<file path="config.mk">
export PLATFORM = sky130hd
export DESIGN_NAME = code_lock_fsm
export DESIGN_NICKNAME = d
export VERILOG_FILES = /design/src/rtl/code_lock_fsm.sv
export SDC_FILE = /design/constraint.sdc
export NUM_CORES = 1
export LEC_CHECK = 0
export CAP_MARGIN = 20
export CORE_MARGIN = 5
export CORE_UTILIZATION = 30
export CTS_CLUSTER_SIZE = 28
export DETAILED_ROUTE_END_ITERATION = 6
export SLEW_MARGIN = 20
export SYNTH_ARGS = -nofsm -noshare
export SYNTH_HDL_FRONTEND = slang
export SYNTH_SLANG_ARGS = --single-unit
</file>
<file path="constraint.sdc">
create_clock -name clk -period 2.3 [get_ports clk]
set_clock_uncertainty 0.2 [all_clocks]
set_input_delay 0.46 -clock clk [delete_from_list [all_inputs] [get_ports clk]]
set_output_delay 0.46 -clock clk [all_outputs]
set_load 0.02 [all_outputs]
</file>
<file path="src/rtl/code_lock_fsm.sv">
// -----------------------------------------------------------------------------
// code_lock_fsm
//
// Four-digit code lock. A 16-bit secret code (four 4-bit digits, first digit
// in [15:12]) is loaded while idle. Digits are entered one per accepted
// handshake. All four digits are always consumed before the attempt is judged.
// A correct attempt opens the unlocked window for UNLOCK_CYCLES cycles. A wrong
// attempt pulses fail_pulse and bumps the consecutive-failure count. Reaching
// MAX_FAILS failures forces a lockout of LOCKOUT_CYCLES cycles.
//
// Parameters
//   UNLOCK_CYCLES  : cycles unlocked is held high          (1..255)
//   LOCKOUT_CYCLES : cycles locked_out is held high        (1..255)
//   MAX_FAILS      : consecutive failures before lockout   (1..3)
//
// Ports
//   clk          in   single clock, rising edge
//   reset        in   synchronous, active-high reset
//   code_load    in   store code_in as the secret (honoured only when idle)
//   code_in      in   [15:0] new secret code
//   digit_valid  in   entered digit is valid this cycle
//   digit        in   [3:0] entered digit value
//   digit_ready  out  block accepts a digit this cycle (state decode only)
//   unlocked     out  high while the code-accepted window is open
//   locked_out   out  high while in lockout
//   fail_pulse   out  one-cycle pulse per failed attempt
//   fail_count   out  [1:0] consecutive failed attempts (saturates at 3)
//
// Every output is either a register or a decode of the state register, so
// there is no combinational path from any input to any output.
// -----------------------------------------------------------------------------
module code_lock_fsm #(
  parameter int UNLOCK_CYCLES  = 8,
  parameter int LOCKOUT_CYCLES = 16,
  parameter int MAX_FAILS      = 3
) (
  input  logic        clk,
  input  logic        reset,
  input  logic        code_load,
  input  logic [15:0] code_in,
  input  logic        digit_valid,
  input  logic [3:0]  digit,
  output logic        digit_ready,
  output logic        unlocked,
  output logic        locked_out,
  output logic        fail_pulse,
  output logic [1:0]  fail_count
);

  typedef enum logic [1:0] {
    ST_IDLE    = 2'd0,
    ST_ENTER   = 2'd1,
    ST_UNLOCK  = 2'd2,
    ST_LOCKOUT = 2'd3
  } state_t;

  // The dwell counter counts down to zero, so it is loaded with N-1 to
  // give exactly N cycles in the dwelling state.
  localparam logic [7:0] UNLOCK_LOAD  = 8'(UNLOCK_CYCLES - 1);
  localparam logic [7:0] LOCKOUT_LOAD = 8'(LOCKOUT_CYCLES - 1);
  localparam logic [1:0] FAIL_LIMIT   = 2'(MAX_FAILS);

  // Registered state
  state_t      r_state;
  logic [15:0] r_code;
  logic [1:0]  r_idx;
  logic        r_mismatch;
  logic [7:0]  r_dwell;
  logic [1:0]  r_fail_count;
  logic        r_fail_pulse;

  // Next-state values
  state_t      w_state_next;
  logic [15:0] w_code_next;
  logic [1:0]  w_idx_next;
  logic        w_mismatch_next;
  logic [7:0]  w_dwell_next;
  logic [1:0]  w_fail_count_next;
  logic        w_fail_pulse_next;

  // Datapath helpers
  logic [3:0]  w_nibble [4];
  logic [3:0]  w_sel_nibble;
  logic        w_digit_miss;
  logic        w_attempt_bad;
  logic [1:0]  w_fails_inc;

  // Split the stored code into digits; index 0 is the first digit entered.
  for (genvar gi = 0; gi < 4; gi++) begin : g_nibble
    assign w_nibble[gi] = r_code[15 - 4*gi -: 4];
  end

  // The index is held at 0 in IDLE, so the same select covers the first digit.
  assign w_sel_nibble  = w_nibble[r_idx];
  assign w_digit_miss  = (digit != w_sel_nibble);
  assign w_attempt_bad = r_mismatch | w_digit_miss;
  assign w_fails_inc   = (r_fail_count == 2'd3) ? 2'd3 : (r_fail_count + 2'd1);

  // ---------------------------------------------------------------------------
  // State register
  // ---------------------------------------------------------------------------
  always_ff @(posedge clk) begin
    if (reset) begin
      r_state      <= ST_IDLE;
      r_code       <= 16'h0000;
      r_idx        <= 2'd0;
      r_mismatch   <= 1'b0;
      r_dwell      <= 8'd0;
      r_fail_count <= 2'd0;
      r_fail_pulse <= 1'b0;
    end else begin
      r_state      <= w_state_next;
      r_code       <= w_code_next;
      r_idx        <= w_idx_next;
      r_mismatch   <= w_mismatch_next;
      r_dwell      <= w_dwell_next;
      r_fail_count <= w_fail_count_next;
      r_fail_pulse <= w_fail_pulse_next;
    end
  end

  // ---------------------------------------------------------------------------
  // Next-state logic
  // ---------------------------------------------------------------------------
  always_comb begin
    w_state_next      = r_state;
    w_code_next       = r_code;
    w_idx_next        = r_idx;
    w_mismatch_next   = r_mismatch;
    w_dwell_next      = r_dwell;
    w_fail_count_next = r_fail_count;
    w_fail_pulse_next = 1'b0;

    case (r_state)
      ST_IDLE: begin
        // A load takes priority; a digit presented on the same edge is dropped.
        if (code_load) begin
          w_code_next = code_in;
        end else if (digit_valid) begin
          w_state_next    = ST_ENTER;
          w_idx_next      = 2'd1;
          w_mismatch_next = w_digit_miss;
        end
      end

      ST_ENTER: begin
        // code_load is deliberately ignored here.
        if (digit_valid) begin
          if (r_idx == 2'd3) begin
            // Fourth digit: judge the whole attempt.
            w_idx_next      = 2'd0;
            w_mismatch_next = 1'b0;
            if (!w_attempt_bad) begin
              w_state_next      = ST_UNLOCK;
              w_dwell_next      = UNLOCK_LOAD;
              w_fail_count_next = 2'd0;
            end else begin
              w_fail_pulse_next = 1'b1;
              w_fail_count_next = w_fails_inc;
              if (w_fails_inc >= FAIL_LIMIT) begin
                w_state_next = ST_LOCKOUT;
                w_dwell_next = LOCKOUT_LOAD;
              end else begin
                w_state_next = ST_IDLE;
              end
            end
          end else begin
            // A mismatch is remembered, never acted on early.
            w_idx_next      = r_idx + 2'd1;
            w_mismatch_next = w_attempt_bad;
          end
        end
      end

      ST_UNLOCK: begin
        if (r_dwell == 8'd0) begin
          w_state_next    = ST_IDLE;
          w_idx_next      = 2'd0;
          w_mismatch_next = 1'b0;
        end else begin
          w_dwell_next = r_dwell - 8'd1;
        end
      end

      ST_LOCKOUT: begin
        if (r_dwell == 8'd0) begin
          w_state_next      = ST_IDLE;
          w_idx_next        = 2'd0;
          w_mismatch_next   = 1'b0;
          w_fail_count_next = 2'd0;
        end else begin
          w_dwell_next = r_dwell - 8'd1;
        end
      end

      default: begin
        w_state_next    = ST_IDLE;
        w_idx_next      = 2'd0;
        w_mismatch_next = 1'b0;
      end
    endcase
  end

  // ---------------------------------------------------------------------------
  // Outputs: state decodes and registers only
  // ---------------------------------------------------------------------------
  assign digit_ready = (r_state == ST_IDLE) || (r_state == ST_ENTER);
  assign unlocked    = (r_state == ST_UNLOCK);
  assign locked_out  = (r_state == ST_LOCKOUT);
  assign fail_pulse  = r_fail_pulse;
  assign fail_count  = r_fail_count;

endmodule

</file>
---- Yosys cells after proc, flatten, opt, wreduce, memory -nomap -nowiden ----
Index checks and enable logic that the tools add are counted.
cells by class
  multiplexer cells ....................... 32
  reductions and logical operators ........ 12
  $add $sub $neg .......................... 3
  bitwise operators ....................... 5
  equal/unequal tests ..................... 14
  $lt $le $gt $ge ......................... 2
operator list
  operator                                                  count
  2-to-1 mux 8 bit                                          5
  2-to-1 mux 2 bit                                          13
  one-hot mux 8 bit (2 select lines)                        1
  one-hot mux 2 bit (3 select lines)                        2
  inequality test 2 bit, second input constant              5
  AND reduction 5 bit                                       2
  binary-select mux 4 bit (select 2 bit)                    1
  equality test 2 bit, second input constant                4
  logical NOT 8 bit                                         1
  2-to-1 mux 4 bit                                          2
  AND reduction 4 bit                                       2
  subtractor 8 x 1 -> 8 bit, second input constant          1
  2-to-1 mux 1 bit                                          6
  adder 2 x 1 -> 2 bit, second input constant               2
  inequality test 2 x 1 -> 1 bit, second input constant     2
  inequality test 4 bit                                     1
  one-hot mux 2 bit (2 select lines)                        1
  nonzero test 2 bit                                        2
  OR reduction 4 bit                                        1
  greater-or-equal comparator 3 bit, second input constant  1
  inequality test 3 bit, second input constant              1
  inverter 1 bit                                            3
  inverter 2 -> 3 bit                                       1
  one-hot mux 1 bit (3 select lines)                        1
  other kinds (7)                                           7
word-level totals
  output and inout port bits .............. 6
  logic and storage cells ................. 75
  input bits .............................. 24
  bits in registers ....................... 32

---- Longest topological paths before layout ----
Gate-level depths: netlist of the first run.
  depth in word-level cells ............... 10
  mapped depth ............................ 7
  mapped depth without buffers ............ 7

---- Least setup slack after synthesis of the first run ----
OpenSTA, ideal clock, no wires.
  path type ............................... flip-flop to flip-flop
  start point ............................. register r_idx[0]
  end point ............................... register r_dwell[3]
  setup slack ............................. 31 ps
  setup time .............................. 132 ps
  data required time ...................... 1968 ps
  stages on the path, launching flop included .. 7
  period minus slack after synthesis ...... 2269 ps
  path buffers ............................ 0
  data arrival time ....................... 1937 ps
  cells stage by stage .................... dfxtp_1 -> mux4_1 -> xnor2_2 -> nand4_4 -> o31a_1 -> o21ai_1 -> a21oi_1
on the way
  word-level cells in the longest chain between the ends .. 10
  elaborated cells on any way between the ends .. 14
  those cells by class .................... eq/ne: 4; mux: 7; bitwise: 2; reduce/logical: 1
RTL lines
  what                                                 RTL line  RTL
  start, declared                                      66        logic [1:0] r_idx;
  start signal, assigned                               114       r_idx <= w_idx_next;
  inverter 2 -> 3 bit (implied by the code)            94        assign w_sel_nibble = w_nibble[r_idx];
  binary-select mux 4 bit (select 2 bit)               94
  2-to-1 mux 4 bit (implied by the code) (2 in a row)  94
  inequality test 4 bit                                95        assign w_digit_miss = (digit != w_sel_nibble);
  bitwise OR 1 bit                                     96        assign w_attempt_bad = r_mismatch | w_digit_miss;
  2-to-1 mux 8 bit                                     153       if (!w_attempt_bad) begin
  2-to-1 mux 8 bit                                     149       if (r_idx == 2'd3) begin
  2-to-1 mux 8 bit                                     148       if (digit_valid) begin
  one-hot mux 8 bit (2 select lines)                   134       case (r_state)
  end signal, assigned                                 116       r_dwell <= w_dwell_next;
  end, declared                                        68        logic [7:0] r_dwell;
Parallel ways exist; a longest one is shown, timed or not. The select of a mux whose other input is x is not followed.
A chain may end at the register's enable or synchronous reset.

---- Worst setup path after layout of the first run ----
  start point ............................. register r_idx[1]
  end point ............................... register r_dwell[3]
Same word-level chain as after synthesis.

==> out/metrics.cfg, run 1 <==
[cts]
cts_max_level=2
cts.sinks=32
cts_root_buf=clkbuf_8
cts_buffer_depth=2
tritoncts=built
cts_buffers=5
insertion_delay_ns=0.28
clkSlewWorstSetupHoldPaths_ns=0.07
cts_hold_buf=0

[synth]
yosysMostFrequentCell=nand2_1
yosysSeqAreaShare_pct=40.89
synth-seq-cells=32
ys.flop_type=dfxtp_1
synth_common_cells=39 x nand2_1, 32 x dfxtp_1, 29 x a21oi_1, 15 x nor2_1, 9 x clkbuf_1
yosys_warnings=0
synthCells=185
syn_avg_cell_area_sq_um=8.468
syn_area_sq_um=1567
yosysTopAreaCell=dfxtp_1
synth_top_area_share_pct=40.89
synth_edf_count=0
syn_nets=212
synthArstFlopShare_pct=0
synth.distinct_cells=38
synth_area_leaders=dfxtp_1 41%, nand2_1 9.3%, a21oi_1 9.3%

[global_routing]
grt_overflow_total=0
track_usage_pct=11.50
grt_pass1_wl_um=6058
grt_pass1_vias=1300
grt_max_degree=34
antenna_found_initial=0

[place]
gp_congestion=0.8391
place_inst=287
port_buffers=29
dpl.hpwl_um=2604

[setup_path]
r2r_end=r_dwell[3]
arrival_ns=2.17
setup.worst_path.class=register to register
cp-startpoint=r_idx[1]
end_kind=register
path_max_fanout=6
reg2regPathDepth=6
r2r-start=r_idx[1]
cp.required_ns=2.26
startpoint_type=register
regToRegSetupSlack_ns=0.09

[timing]
finalSetupViolCount=0
fin_crit_sh_pct=96.22
relSlewSlack_pct=74.56
whs_ns=0.2521
slew_viol_final=0
rsz0062_at_grt=yes
hold_viol=0
fmax_mhz=451.9
worst_pin_slew_ns=0.3816
fin_crit_ns=2.213

[floorplan]
coreArea_sq_um=5075
top_level_ports=30
dieArea_sq_um=6767
die_h_um=82.26
chipWidth_um=82.26
core.rowCount=26
start_util_pct=30.87

[hold_path]
hold_class=register to register
whs_endpoint=r_code[5]
min_from=r_code[5]
hold_path_depth=2

[pwr]
power.static_leakage_nw=0.7728
irDropWorstVdd_uv=250.8
power_density_nw_per_um2=595.2
power.total_mw=1.280

[routing]
num_vias=1403
avgViaCountPerCell=4.740
drtPass1Iterations=4
drtAntennaViolNets=0
drt_iter0_drc=57
avgRoutedWirePerCell_um=12.25
wirelength_um=3627
drcViolationCount=0

[final_layout]
regArea_sq_um=648.1
stdcell_count=296
finish.utilization_pct=42.38
drive_gt1_share_pct=16.81
synthToLayoutAreaGrowth_pct=37.30
filler_cell_count=554
n_antenna_cell=0
fin_nets=252
multiInputGateArea_sq_um=877.1

[outcome]
status=finished clean

[job]
cap_violations=0

-- cells in the final DEF, fill, tap and decap left out, types with 5 or more instances in the layout --
| cell | synthesis | layout |
|---|---|---|
| nand2_1 | 39 | 39 |
| a21oi_1 | 29 | 29 |
| clkdlybuf4s50_1 | 0 | 29 |
| dfxtp_1 | 32 | 28 |
| nor2_1 | 15 | 15 |
| buf_4 | 0 | 13 |
| inv_1 | 5 | 5 |
| clkbuf_8 | 0 | 5 |
-- cells by family after synthesis --
group / after synthesis / share of synthesized area [%]
compound gates: 47 / 19.09
xor+xnor: 4 / 3.195
fa+ha+maj: 3 / 2.396
buf+inv: 15 / 3.594
flops: 32 / 40.89
mux: 4 / 6.230
simple gates: 80 / 24.60
-- routing by layer --
layer | part of all wire [%] | routed length (um) | vias to the layer above | GRT usage, %
met3 | 5.3 | 192 | 7 | 3.688
met5 | 0 | 0 | - | 0
met2 | 45 | 1626 | 32 | 17.31
li1 | - | - | 735 | -
met4 | 1.2 | 42 | 0 | 3.654
met1 | 49 | 1766 | 629 | 15.52
-- per-stage QoR --
step | setup WS, ns | instance area (sq um) | TNS (ns)
floorplan | 0.03074 | 1567 | 0
finish | 0.08700 | 2151 | 0
global route | -0.03087 | 2151 | -0.05984
CTS | 0.01690 | 2136 | 0
detailed placement | -0.02411 | 2017 | -0.09424
global placement | -0.008791 | 2017 | -0.008791
-- registers in the layout, summed over array words and instances (netlist names) --
name	cells
r_code	16
r_mismatch	1
fail_count	2
r_state	2
r_dwell	8
fail_pulse	1
r_idx	2
-- layout make-up --
class	count	share of cell area, %
multi-input combinational	138	40.78
inverter	5	0.8726
clock buffer	5	3.200
clock inverter	3	1.978
tap	70	4.072
timing repair buffer	43	18.96
sequential	32	30.13
-- worst max-delay path: stages, from the launching register on --
cell	delay, ns
dfxtp_4	0.37
mux4_2	0.54
xnor2_2	0.21
nand4_4	0.16
o31a_1	0.40
o21ai_1	0.14
a21oi_1	0.07
-- timing repair --
action,4_1_cts,5_1_grt
endpoints found under the setup margin,8,13
resized for setup,1,8
pin swaps,2,7
setup buffers,0,1
-- how the worst max path moves through the flow --
stage	endpoint	slack [ns]	depth (start not counted)
CTS	r_dwell[3]	0.02	6
global placement	r_dwell[3]	-0.009	6
detailed placement	r_dwell[3]	-0.02	6
global route	r_dwell[3]	-0.03	6
floorplan	r_dwell[3]	0.03	6
finish	r_dwell[3]	0.09	6
-- where the power goes --
group	switching (mW)	internal (mW)	total [mW]
sequential	0.0172	0.576	0.593
combinational	0.0680	0.0869	0.155
clock	0.211	0.320	0.532
Note: power is estimated with default switching activity, not from simulation.
==> inputs of run 2 (changes only) <==
--- a/config.mk
+++ b/config.mk
@@ -5,9 +5,10 @@
 export SDC_FILE = /design/constraint.sdc
 export NUM_CORES = 1
 export LEC_CHECK = 0
-export CAP_MARGIN = 20
+export CAP_MARGIN = 25
 export CORE_MARGIN = 5
 export CORE_UTILIZATION = 30
+export CTS_CLUSTER_DIAMETER = 150
 export CTS_CLUSTER_SIZE = 28
 export DETAILED_ROUTE_END_ITERATION = 6
 export SLEW_MARGIN = 20
==> results of run 2 <==
No change in the layout: final DEF, timing and power equal those of run 1.
